$ cat config.mk
export PLATFORM = sky130hd
export DESIGN_NAME = serial_add_ctrl
export DESIGN_NICKNAME = d
export VERILOG_FILES = /design/src/rtl/serial_add_ctrl.sv
export SDC_FILE = /design/constraint.sdc
export NUM_CORES = 1
export LEC_CHECK = 0
export CAP_MARGIN = 40
export CORE_ASPECT_RATIO = 0.8
export CORE_MARGIN = 10
export CORE_UTILIZATION = 41
export DETAILED_ROUTE_END_ITERATION = 12
export DONT_BUFFER_PORTS = 1
export MAX_ROUTING_LAYER = met4
export PLACE_DENSITY = 0.63
export SETUP_SLACK_MARGIN = 0.3
export SYNTH_ARGS = -nofsm -noshare
export SYNTH_HDL_FRONTEND = slang
export SYNTH_SLANG_ARGS = --single-unit
export TNS_END_PERCENT = 1
$ cat constraint.sdc
create_clock -name clk -period 1.8 [get_ports clk]
set_clock_uncertainty 0.15 [all_clocks]
set_input_delay 0.18 -clock clk [delete_from_list [all_inputs] [get_ports clk]]
set_output_delay 0.18 -clock clk [all_outputs]
set_load 0.01 [all_outputs]
$ cat src/rtl/serial_add_ctrl.sv
// serial_add_ctrl
//   Bit-serial adder/subtractor. One full-adder cell is time-shared across an
//   N-bit operation, one bit per clock, LSB first. A start/busy/done handshake
//   lets upstream logic issue N-bit add/sub requests.
//
//   Ports:
//     clk   - clock, rising edge
//     rst   - synchronous active-high reset
//     start - request, sampled only in IDLE
//     sub   - 0: a+b+cin, 1: a-b (cin ignored)
//     a, b  - N-bit operands, sampled with an accepted start
//     cin   - carry-in for add, sampled with an accepted start
//     busy  - high while an operation is in progress
//     done  - one-cycle pulse, s/cout/ovf valid
//     s     - N-bit result, held until the next completion
//     cout  - carry out of MSB (for sub: 1 = no borrow)
//     ovf   - signed overflow (carry into MSB XOR carry out of MSB)

module serial_add_fa (
    input  logic a_i,
    input  logic b_i,
    input  logic c_i,
    output logic s_o,
    output logic c_o
);
    assign s_o = a_i ^ b_i ^ c_i;
    assign c_o = (a_i & b_i) | (a_i & c_i) | (b_i & c_i);
endmodule

module serial_add_ctrl #(
    parameter int N = 8
) (
    input  logic         clk,
    input  logic         rst,
    input  logic         start,
    input  logic         sub,
    input  logic [N-1:0] a,
    input  logic [N-1:0] b,
    input  logic         cin,
    output logic         busy,
    output logic         done,
    output logic [N-1:0] s,
    output logic         cout,
    output logic         ovf
);
    // state | meaning
    // IDLE  | waiting for start; the done-pulse cycle is also IDLE
    // RUN   | one operand bit consumed per clock, LSB first
    typedef enum logic {IDLE, RUN} state_t;

    localparam int CW = (N > 1) ? $clog2(N) : 1;
    localparam logic [CW-1:0] LAST = CW'(N - 1);

    state_t        state_q, state_d;
    logic [N-1:0]  a_q, a_d;
    logic [N-1:0]  b_q, b_d;
    logic          carry_q, carry_d;
    logic [CW-1:0] cnt_q, cnt_d;
    logic [N-1:0]  res_q, res_d;
    logic [N-1:0]  s_q, s_d;
    logic          cout_q, cout_d;
    logic          ovf_q, ovf_d;
    logic          busy_q, busy_d;
    logic          done_q, done_d;

    logic          fa_s;
    logic          fa_c;
    logic [N-1:0]  res_shift;

    serial_add_fa u_fa (
        .a_i (a_q[0]),
        .b_i (b_q[0]),
        .c_i (carry_q),
        .s_o (fa_s),
        .c_o (fa_c)
    );

    // Sum bits enter at the MSB so that after N shifts the LSB lands at bit 0.
    always_comb begin
        res_shift        = res_q >> 1;
        res_shift[N-1]   = fa_s;
    end

    always_comb begin
        state_d = state_q;
        a_d     = a_q;
        b_d     = b_q;
        carry_d = carry_q;
        cnt_d   = cnt_q;
        res_d   = res_q;
        s_d     = s_q;
        cout_d  = cout_q;
        ovf_d   = ovf_q;
        busy_d  = busy_q;
        done_d  = 1'b0;

        case (state_q)
            IDLE: begin
                if (start) begin
                    a_d     = a;
                    // Subtraction as a + ~b + 1.
                    b_d     = sub ? ~b : b;
                    carry_d = sub ? 1'b1 : cin;
                    cnt_d   = '0;
                    res_d   = '0;
                    busy_d  = 1'b1;
                    state_d = RUN;
                end
            end
            RUN: begin
                a_d     = a_q >> 1;
                b_d     = b_q >> 1;
                carry_d = fa_c;
                res_d   = res_shift;
                cnt_d   = cnt_q + CW'(1);
                if (cnt_q == LAST) begin
                    // carry_q is the carry into the MSB on this last bit.
                    s_d     = res_shift;
                    cout_d  = fa_c;
                    ovf_d   = carry_q ^ fa_c;
                    done_d  = 1'b1;
                    busy_d  = 1'b0;
                    cnt_d   = '0;
                    state_d = IDLE;
                end
            end
            default: state_d = IDLE;
        endcase
    end

    always_ff @(posedge clk) begin
        if (rst) begin
            state_q <= IDLE;
            a_q     <= '0;
            b_q     <= '0;
            carry_q <= 1'b0;
            cnt_q   <= '0;
            res_q   <= '0;
            s_q     <= '0;
            cout_q  <= 1'b0;
            ovf_q   <= 1'b0;
            busy_q  <= 1'b0;
            done_q  <= 1'b0;
        end else begin
            state_q <= state_d;
            a_q     <= a_d;
            b_q     <= b_d;
            carry_q <= carry_d;
            cnt_q   <= cnt_d;
            res_q   <= res_d;
            s_q     <= s_d;
            cout_q  <= cout_d;
            ovf_q   <= ovf_d;
            busy_q  <= busy_d;
            done_q  <= done_d;
        end
    end

    assign busy = busy_q;
    assign done = done_q;
    assign s    = s_q;
    assign cout = cout_q;
    assign ovf  = ovf_q;

endmodule
==> After elaboration in Yosys (flattened, before gate mapping) <==
Cells that the tools add are included.
{ "word_totals": {"inputBits": 21, "reg_bits": 41, "output_inout_bits": 12, "elab_cells": 48} }
{ "op_classes": {"reduce_logical": 3, "n_eq_ne": 3, "muxes": 20, "n_bitwise": 10, "n_addsub": 1} }
{ "op_table": {"columns": ["op", "count"], "rows": [
  ["$pmux W8 S2", 3],
  ["$mux W8", 4],
  ["$not A8 Y8", 1],
  ["$mux W1", 7],
  ["$mux W3", 2],
  ["$pmux W1 S2", 3],
  ["$pmux W3 S2", 1],
  ["$reduce_and A2 Y1", 2],
  ["$add A3 B1 Y3 const B", 1],
  ["$and A1 B1 Y1", 3],
  ["$eq A3 B3 Y1 const B", 1],
  ["$xor A1 B1 Y1", 3],
  ["$ne A2 B1 Y1 const B", 1],
  ["$ne A2 B2 Y1 const B", 1],
  ["$or A1 B1 Y1", 2],
  ["$reduce_or A2 Y1", 1],
  ["$not A1 Y1", 1]
]} }

==> Depth between registers and ports, before layout <==
{ "logic_depth": {"word_depth": 4, "mapped_depth": 5, "depth_no_buf": 4} }

==> Hierarchy <==
From an unflattened synthesis, not the netlist that was laid out.
{ "hier_totals": {"cells_unflattened": 190, "hier_area_um2": 1858.0} }
{ "modules_own_cells": {"columns": ["mod", "cells_each", "area_each_um2", "n_inst", "seq_area_each_um2"], "rows": [
  ["serial_add_ctrl", 189, 1838.0, 1, 800.8],
  ["serial_add_fa", 1, 20.0, 1, 0.0]
]} }

==> Worst setup path after synthesis <==
No wires, ideal clock.
{ "synth_path": {"path_kind": "reg-to-reg", "startpoint": "reg cnt_q[0]", "endpoint": "reg ovf_q, in the netlist ovf", "setup_time_ns": 0.091, "required_time_ns": 1.559, "period_less_slack_ns": 1.459, "path_slack_ns": 0.341, "arrival_time_ns": 1.218, "path_stages_with_launch": 6, "n_path_buf": 1, "path_cell_list": "dfxtp_1 > ha_1 > ha_1 > clkbuf_1 > a21oi_1 > a311oi_1"} }
{ "synth_between": {"elab_chain_len": 2} }
{ "synth_rtl": {"columns": ["item", "line", "rtl"], "rows": [
  ["from (decl)", "58", "logic [CW-1:0] cnt_q, cnt_d;"],
  ["from (signal assigned)", "149", "cnt_q <= cnt_d;"],
  ["$eq A3 B3 Y1", "116", "if (cnt_q == LAST) begin"],
  ["$reduce_and A2 Y1 (no source line)", null, null],
  ["to (signal assigned)", "153", "ovf_q <= ovf_d;"],
  ["to (decl)", "62", "logic ovf_q, ovf_d;"]
]} }
Every way passes these cells.
A chain may end at the register's enable or synchronous reset.

==> Final worst setup path <==
{ "layout_path": {"startpoint": "in a[1]", "endpoint": "reg a_q[1]"} }
{ "layout_between": {"elab_chain_len": 2} }
{ "layout_rtl": {"columns": ["item", "line", "rtl"], "rows": [
  ["from (decl)", "37", "input logic [N-1:0] a,"],
  ["$mux W8", "99", "if (start) begin"],
  ["$pmux W8 S2", "97", "case (state_q)"],
  ["to (signal assigned)", "134", "a_q <= '0;"],
  ["to (signal assigned)", "146", "a_q <= a_d;"],
  ["to (decl)", "55", "logic [N-1:0] a_q, a_d;"]
]} }
Every way passes these cells. The select of a mux whose other input is x is not followed.

==> metrics <==
syn nets 215; Synth Register Bits 40; CP startpoint a[1]; Min Clock Period, post-route 1.50 ns; Worst EP arrival 1.56 ns; FF-to-FF Start carry_q$_SDFFE_PP0P_; Netlist cell types 27; die area 7620 sq um; Gate power share 12.2%; CTS tree built; final-report hold violation count 21; utilization after layout 51.7%; final worst-path cycle share 83.1%; critical path endpoint a_q[1]$_SDFFE_PP0P_; I/O pins 33; Nets 227; Mean Syn Cell Area 9.75 sq um; critical path endpoint category register; layout cell share with drive strength beyond 1 13.8%; top cell types by occurrence after synthesis 40 x dfxtp_1, 22 x a21oi_1, 17 x nand2_1, 12 x or3b_1, 10 x a21bo_2; CP cell instances dlygate4sd3_1 > mux2i_1 > dlygate4sd3_1 > a211oi_1; post-synthesis mux area share 4.32%; Final TNS setup 0 ns; CTS clock-pin slew for the worst setup and hold paths 0.07 ns; Vert. Die Dim 80.1 um; clock latency on the worst-skew pair 0.29 ns; Synth Warn # 0; Crit path largest cell delay 0.56 ns; Die X 95.1 um; Starting Density 43.2%; vias per cell 5.39; crit path max fanout 1; Max-slew headroom 68.7%; final slew viol count 0; Max Root-Sink Buffers 2; routability cong. 0.775; crit path kind in2reg; Synth Area in XOR/XNOR 4.26%; top-count cell post-synth dfxtp_1; final setup violation count 0; CTS Buf Count 5; Top FF cell, synth dfxtp_1; area share of the largest cell type after synthesis 43.2%; Internal 1.35 mW; register share of total power 53.7%; clock sink count 40; core area 4280 sq um; I/O Buffers 0; RR Endpoint carry_q$_SDFFE_PP0P_; dominant cell type by area after synthesis dfxtp_1; depth of the CTS H-tree 2; max-capacitance violation count 0; simple logic cell fraction of the synthesized area 20.1%; Pre-antenna DRT Iters 5; Iter 0 DRT Violations 53; Peak supply drop 0.000480 V; Avg WL per Cell 16.2 um; clock network fraction of total power 34.2%; # DRC 0; Seq/Total Area, Yosys 43.2%; switching power 442 uW; largest net degree at the start of global routing 49; Synth Area in Adders 3.11%; crit path launch type primary input; cell area after synthesis 1850 sq um; share of flip-flops with an asynchronous set or reset 0%; f_max 668 MHz; Total Routing Usage GR 12.4%; Area Growth Syn to Fin 19.7%; post-route antenna net violation count 0; worst endpoint required time 1.86 ns; Post-synth EDFFs 0; initial antenna violation count 0; first-pass GRT wire length 7310 um; Leak 0.777 nW; hold_ws -0.157 ns; # diodes 0; row count 21; Setup Buffers After CTS 0; violated checks hold timing; placed wire-length estimate 2700 um; measured slew at the worst slew-check pin 0.469 ns; vias in the first global route 1,517; largest family of logic cells by synthesized area simple AND/OR/NAND/NOR gates; internal reg-to-reg setup slack 0.32 ns; Area contributors post-synth dfxtp_1 43%, a21oi_1 5.9%, or3b_1 5.7%; sw frac 24.6%; Filler Cells Inserted 401; power per cell area 811 nW/um^2; worst-case reg-to-reg path depth 3; outcome finished, violations left; HP Class in2reg; crit-path most repeated cell dlygate4sd3_1; final WL 4210 um; final cell count without fillers 260; CTS Root Cell clkbuf_8; total grt overflow 0; post-synthesis cell count 190; Hold Buf Count CTS 21; Synth Area in Compound Gates 18.9%; routed via count 1,402; Critical-path top delay cell dlygate4sd3_1; placed cells 231; RSZ-0062 raised after global routing yes
[area by class of cell]
cell class	instances	area, sq um	area share, %
inverter	1	3.75	0.169
timing repair buffer	24	283	12.8
sequential	40	802	36.2
clock buffer	6	82.6	3.73
tap	57	71.3	3.22
clock inverter	2	10.0	0.452
multi-input combinational	130	963	43.5
[power by group through the flow]
stage	logic, mW	registers, mW	clock network [mW]
final	0.218	0.965	0.614
after global routing	0.244	0.972	0.668
after CTS	0.216	0.965	0.628
after detailed placement	0.148	0.985	0
after global placement	0.143	0.981	0
after floorplan	0.159	0.966	0
[what timing repair did]
action                                  4_1_cts  5_1_grt
endpoints found under the hold margin        40       17
resized for setup                             4        2
endpoints found under the setup margin        8       19
pin swaps                                     0        0
[cell families (layout without fill, tap and decap cells)]
logic type / count (synthesis) / count (layout)
fa+ha+maj: 4 / 4
mux: 8 / 8
compound gates: 49 / 49
simple gates: 60 / 60
buf+inv: 20 / 33
xor+xnor: 9 / 9
flops: 40 / 40
[flip-flops by register name, summed over array words and instances (netlist names), 3 cells and up]
signal,flops
res_q,7
a_q,8
cnt_q,3
b_q,8
s,8
[critical path: cells and delay by family]
| family | cells | cell delay (ns) |
|---|---|---|
| AO/OA/AOI/OAI | 1 | 0.21 |
| buffers and inverters | 2 | 1.09 |
| multiplexers | 1 | 0.07 |
[placed cells by master (no fill, tap or decap), types with 3 or more instances in the layout]
master and count:
nor2_1 3, nand2_1 17, or3b_1 12, nor2b_1 7
dlygate4sd3_1 19, o221ai_1 7, a211oi_1 7, xnor2_1 9
a21bo_2 10, clkbuf_8 6, dfxtp_1 39, buf_12 4
a21oi_1 22, mux2i_1 8, nand3_1 9, or4b_1 7
[layer usage]
metal  global-route usage [%]  vias to the layer above  wire length (um)
met5                        -                        -                 0
met4                     4.93                        0                69
met3                     5.11                        7               279
met2                     20.1                       25              2020
met1                     13.3                      667              1840
li1                         -                      703                 -
[worst min-delay path by stage]
stage,start,end,slack [ns],depth (start not counted)
3_5_place_dp,rst,state_q$_SDFF_PP0_,0.11,1
2_1_floorplan,a[7],a_q[7]$_SDFFE_PP0P_,0.23,2
4_1_cts,start,b_q[7]$_SDFFE_PP0P_,-0.16,1
5_1_grt,start,b_q[7]$_SDFFE_PP0P_,-0.16,1
3_3_place_gp,rst,state_q$_SDFF_PP0_,0.10,1
6_report,start,b_q[7]$_SDFFE_PP0P_,-0.16,1
[per-stage QoR]
| step | power, mW | area, sq um | setup WS (ns) | hold slack (ns) |
|---|---|---|---|---|
| after floorplan | 1.13 | 1850 | 0.341 | 0.225 |
| after global placement | 1.12 | 1880 | 0.310 | 0.103 |
| after detailed placement | 1.13 | 1880 | 0.229 | 0.107 |
| after CTS | 1.81 | 2210 | 0.321 | -0.163 |
| after global routing | 1.88 | 2220 | 0.228 | -0.159 |
| final | 1.80 | 2220 | 0.304 | -0.157 |
Power figures use the tool's default switching activity.
